File: src/rtl/full_adder_df.sv
// Registered ripple-carry adder built from per-bit dataflow full-adder cells.
// Optional macro FULL_ADDER_DF_OVF_EN adds a registered signed-overflow output 'ovf'.

module fa_cell (
  input  logic a,
  input  logic b,
  input  logic ci,
  output logic s,
  output logic co
);
  assign s  = a ^ b ^ ci;
  assign co = (a & b) | (ci & (a ^ b));
endmodule

module full_adder_df #(
  parameter int WIDTH = 4
) (
  input  logic             clk,
  input  logic             rst,
  input  logic [WIDTH-1:0] a,
  input  logic [WIDTH-1:0] b,
  input  logic             cin,
  input  logic             in_valid,
  output logic [WIDTH-1:0] sum,
  output logic             carry,
`ifdef FULL_ADDER_DF_OVF_EN
  output logic             ovf,
`endif
  output logic             out_valid
);

  logic [WIDTH:0]   c;
  logic [WIDTH-1:0] s;

  assign c[0] = cin;

  // Carry ripples bit 0 -> WIDTH-1 through the cell chain; no lookahead.
  for (genvar i = 0; i < WIDTH; i++) begin : g_bit
    fa_cell u_cell (
      .a  (a[i]),
      .b  (b[i]),
      .ci (c[i]),
      .s  (s[i]),
      .co (c[i+1])
    );
  end

  always_ff @(posedge clk or posedge rst) begin
    if (rst) begin
      sum       <= '0;
      carry     <= 1'b0;
      out_valid <= 1'b0;
    end else begin
      out_valid <= in_valid;
      if (in_valid) begin
        sum   <= s;
        carry <= c[WIDTH];
      end
    end
  end

`ifdef FULL_ADDER_DF_OVF_EN
  // Signed overflow: carry into the sign bit differs from carry out of it.
  always_ff @(posedge clk or posedge rst) begin
    if (rst)           ovf <= 1'b0;
    else if (in_valid) ovf <= c[WIDTH] ^ c[WIDTH-1];
  end
`endif

endmodule

File: config.mk
export PLATFORM = sky130hd
export DESIGN_NAME = full_adder_df
export DESIGN_NICKNAME = d
export VERILOG_FILES = /design/src/rtl/full_adder_df.sv
export SDC_FILE = /design/constraint.sdc
export NUM_CORES = 1
export LEC_CHECK = 0
export BUFFER_PORTS_ARGS = -buffer_cell sky130_fd_sc_hd__buf_2
export CORE_AREA = 2 2 39 41
export DETAILED_ROUTE_END_ITERATION = 8
export DIE_AREA = 0 0 41 43
export SETUP_SLACK_MARGIN = 0.5
export SLEW_MARGIN = 10
export SYNTH_ARGS = -nofsm -noshare
export SYNTH_HDL_FRONTEND = slang
export SYNTH_HIERARCHICAL = 1
export SYNTH_SLANG_ARGS = --single-unit
File: constraint.sdc
create_clock -name clk -period 1 [get_ports clk]
set_clock_uncertainty 0.1 [all_clocks]
set_input_delay 0.15 -clock clk [delete_from_list [all_inputs] [get_ports clk]]
set_output_delay 0.15 -clock clk [all_outputs]
set_load 0.01 [all_outputs]
* Word level (Yosys, flattened, before mapping) *
Cells that the tools add are included.

storage, ports and cells
  word-level logic and storage cells = 23
  output and inout port bits = 6
  flip-flop bits (word level) = 6

operators by class
  bitwise logic cells = 20

operators by type and width
  operator           number
  bitwise AND 1 bit  8
  bitwise XOR 1 bit  8
  OR 1 bit           4

* Depth between registers and ports, before layout *
  depth in word-level cells = 9
  mapped depth = 5
  mapped depth without buffers = 5

* Hierarchy *
The synthesis kept the hierarchy.

by module, submodules not included
  module         sequential area each (sq um)  times used  cells each  area each (sq um)
  full_adder_df  150.1                         1           12          210.2
  fa_cell        0.0                           4           1           20.0

* Worst setup path after synthesis *
OpenSTA, ideal clock, no wires.

  path kind = input to register
  from = input port a[0]
  to = register sum[3]
  library setup time = 125 ps
  arrival time = 2002 ps
  path slack = -1227 ps
  path buffers = 0
  stages = 5
  required time = 775 ps
  cell sequence = fa_1 fa_1 fa_1 fa_1 mux2_2

on the way
  longest elaborated chain between the ends = 8
  elaborated cells on any way between the ends = 9

RTL lines
  what                   line  RTL
  start, declared        20    input logic [WIDTH-1:0] a,
  bitwise XOR 1 bit      12    assign co = (a & b) | (ci & (a ^ b));
  bitwise AND 1 bit      12
  OR 1 bit (*)           12
  bitwise AND 1 bit (*)  12
  OR 1 bit (*)           12
  net c[2]               32    logic [WIDTH:0] c;
  bitwise AND 1 bit (*)  12
  OR 1 bit (*)           12
  net c[3]               32
  bitwise XOR 1 bit (*)  11    assign s = a ^ b ^ ci;
  net s[3]               33    logic [WIDTH-1:0] s;
  end signal, assigned   56    sum <= s;
  end, declared          24    output logic [WIDTH-1:0] sum,

Mark *: on every way through the listed nets, which the timed path passes. The rest lies on a longest branch.
A chain may end at the register's enable or synchronous reset.

* Final worst setup path *
  from = input port a[0]
  to = register sum[3]

on the way
  longest elaborated chain between the ends = 8
  elaborated cells on any way between the ends = 9

RTL lines
  what                   line
  bitwise XOR 1 bit      12
  bitwise AND 1 bit      12
  OR 1 bit (*)           12
  net c[1]               32
  bitwise AND 1 bit (*)  12
  OR 1 bit (*)           12
  net c[2]               32
  bitwise AND 1 bit (*)  12
  OR 1 bit (*)           12
  net c[3]               32
  bitwise XOR 1 bit (*)  11
  net s[3]               33

Marked as above.

==> summary.json <==
{
  "run_status": "finished with violations",
  "violations": "negative hold slack, negative setup slack",
  "hpwlAfterDp_microns": 470,
  "postLayoutSetupSlackWorst_ns": -0.953,
  "timing.reg2reg.worst_path_depth": 2,
  "fmaxAchievable_mhz": 512,
  "drt_pre_antenna_iters": 1,
  "post_synth_mux_area_share": 0.194,
  "slew_viol_final": 0,
  "overflow": 0,
  "global_route_wire_length_before_repair_microns": 931,
  "filler_instances": 145,
  "post_synth_inst_count": 16,
  "synthesis.yosys.warnings": 6,
  "timing.rr.start": "sum[2]",
  "routed-via-count": 205,
  "globalplace.congestion": 0.646,
  "share_comb_of_total_power": 0.329,
  "seqCellArea_sq_um": 150,
  "design.core.area_sq_um": 1380,
  "post_route_cells_drive_above_1_share": 0.811,
  "synth_top_family_by_area": "adder cells",
  "synth_seq_cells": 6,
  "route.antenna.remaining_nets": 0,
  "yosysUniqueCellTypes": 4,
  "first_global_vias": 220,
  "postRouteWirelength_microns": 599,
  "critical_path.startpoint_type": "input port",
  "row_count": 14,
  "power_frac_clock": 0.274,
  "fin_setup_tns_ns": -2.72,
  "synth_sequential_area_ratio": 0.517,
  "finalHoldViolCount": 6,
  "finish.net_count": 55,
  "synth-compound-area-share": 0,
  "fin_hold_ws_ns": -0.288,
  "worst_case_register_to_register_setup_slack_ns": 0.01,
  "initialDrtViolationCount": 0,
  "internal_power_mw": 0.596,
  "worst_hold_path_class": "in -> async",
  "insertedDiodeCount": 0,
  "seqPwrFrac": 0.397,
  "total_switching_power_mw": 0.205,
  "avgRoutedWirePerCell_microns": 11.3,
  "layout_common_cells": "12 x sky130_fd_sc_hd__buf_2, 6 x sky130_fd_sc_hd__dfrtp_1, 5 x sky130_fd_sc_hd__buf_6",
  "multi_input_comb_area_sq_um": 161,
  "cts_htree_levels": 1,
  "area_growth_pct": 65.9,
  "ios": 18,
  "switching_share": 0.256,
  "critical_path_peak_fanout": 1,
  "final_core_util": 0.348,
  "clock_latency_of_the_later_clocked_register_in_the_worst_skew_pair_ns": 0.24,
  "drc": 0,
  "critical_path_sink_type": "flop",
  "fin_crit_ns": 1.95,
  "grt_max_degree": 7,
  "transition_time_of_the_tightest_slew_check_pin_ns": 0.224,
  "clk_root_buf": "sky130_fd_sc_hd__clkbuf_4",
  "layout_commonest_cell": "sky130_fd_sc_hd__buf_2",
  "timing.rr.end": "sum[2]",
  "synth-xor-area-share": 0,
  "grt.total_usage": 0.0882,
  "antenna_violations_before_repair": 0,
  "synth_area_sq_um": 290,
  "maxSlewHeadroom": 0.851,
  "die_area_sq_um": 1760,
  "port_buffers": 17,
  "power.static_leakage_nw": 0.234,
  "critical_path_arrival_ns": 1.98,
  "clk_pin_slew_ns": 0.05,
  "cts_buffer_depth": 2,
  "synthSimpleGateAreaFrac": 0,
  "rsz0062_at_grt": "yes",
  "cts_tree": "built",
  "vias_per_cell": 3.87,
  "power_per_cell_area_nw_per_um2": 1660,
  "worst_setup_path_category": "in -> reg",
  "timing.final.crit_share": 1.95,
  "power.ir.vdd_worst_uv": 557,
  "avgSynthCellArea_sq_um": 18.1,
  "clock_sink_count": 6,
  "tritoncts.num_buffers": 3,
  "finalSetupViolations": 6,
  "die_y_microns": 43,
  "dieWidth_microns": 41,
  "cp_data_required_time_ns": 1.02,
  "postSynthNetCount": 32,
  "synth_fa_ha_area_frac": 0.276,
  "floorplan.initialDensity": 0.210,
  "count_of_maximum_capacitance_violations": 0
}
## state kept, by name, summed over array words and instances, names as in the netlist
signal,cells
sum,4
out_valid,1
carry,1
## layout make-up
type / instances / area share
clock buffers: 3 / 0.0468
inverters: 1 / 0.00779
multi-input cells: 9 / 0.335
flip-flops and latches: 6 / 0.312
well taps: 16 / 0.0416
repair buffers: 18 / 0.257
## cells in the mapped netlist
master	count	area (sq um)
sky130_fd_sc_hd__dfrtp_1	6	150
sky130_fd_sc_hd__mux2_2	5	56.3
sky130_fd_sc_hd__fa_1	4	80.1
sky130_fd_sc_hd__inv_1	1	3.75
## cell families (layout without fill, tap and decap cells)
kind of cell	count (synthesis)	count (layout)
flops	6	6
buf+inv	1	22
mux	5	5
fa+ha+maj	4	4
## per-layer routing
layer,track usage,vias to the layer above,routed length (microns)
met5,0,-,0
li1,-,95,-
met1,0.0930,92,254
met4,0.0800,0,0
met3,0.0628,0,103
met2,0.109,18,241
## how the worst max path moves through the flow
stage / start / end / slack, ns / cells after the start
floorplan: a[0] / sum[3] / -1.10 / 5
global placement: a[0] / sum[3] / -1.26 / 6
detailed placement: a[0] / sum[3] / -1.26 / 6
CTS: a[0] / sum[3] / -0.95 / 6
global route: a[0] / sum[3] / -0.99 / 6
finish: a[0] / sum[3] / -0.95 / 6
## power groups by stage
stage | clock network (mW) | registers (mW) | logic [mW]
5_1_grt | 0.256 | 0.323 | 0.293
2_1_floorplan | 0 | 0.335 | 0.0669
3_5_place_dp | 0 | 0.311 | 0.187
6_report | 0.219 | 0.318 | 0.263
3_3_place_gp | 0 | 0.310 | 0.183
4_1_cts | 0.234 | 0.308 | 0.222
## stage by stage
stage	instances	setup WS (ns)	instance area, sq um	power, mW
finish	53	-0.953	482	0.801
global route	53	-0.988	482	0.872
CTS	53	-0.952	453	0.764
detailed placement	49	-1.26	405	0.498
global placement	49	-1.26	405	0.493
floorplan	16	-1.10	300	0.401
## critical path: stages
cell	delay [ns]
sky130_fd_sc_hd__buf_6	0.09
sky130_fd_sc_hd__fa_2	0.37
sky130_fd_sc_hd__fa_2	0.35
sky130_fd_sc_hd__fa_2	0.35
sky130_fd_sc_hd__fa_2	0.40
sky130_fd_sc_hd__mux2_2	0.26
## repair_timing
action	CTS	global route
endpoints found under the setup margin	11	11
gates resized for setup	4	5
endpoints found under the hold margin	6	6
setup buffers	1	0
gates cloned	0	0
pin swaps	1	0
Power figures use the tool's default switching activity.
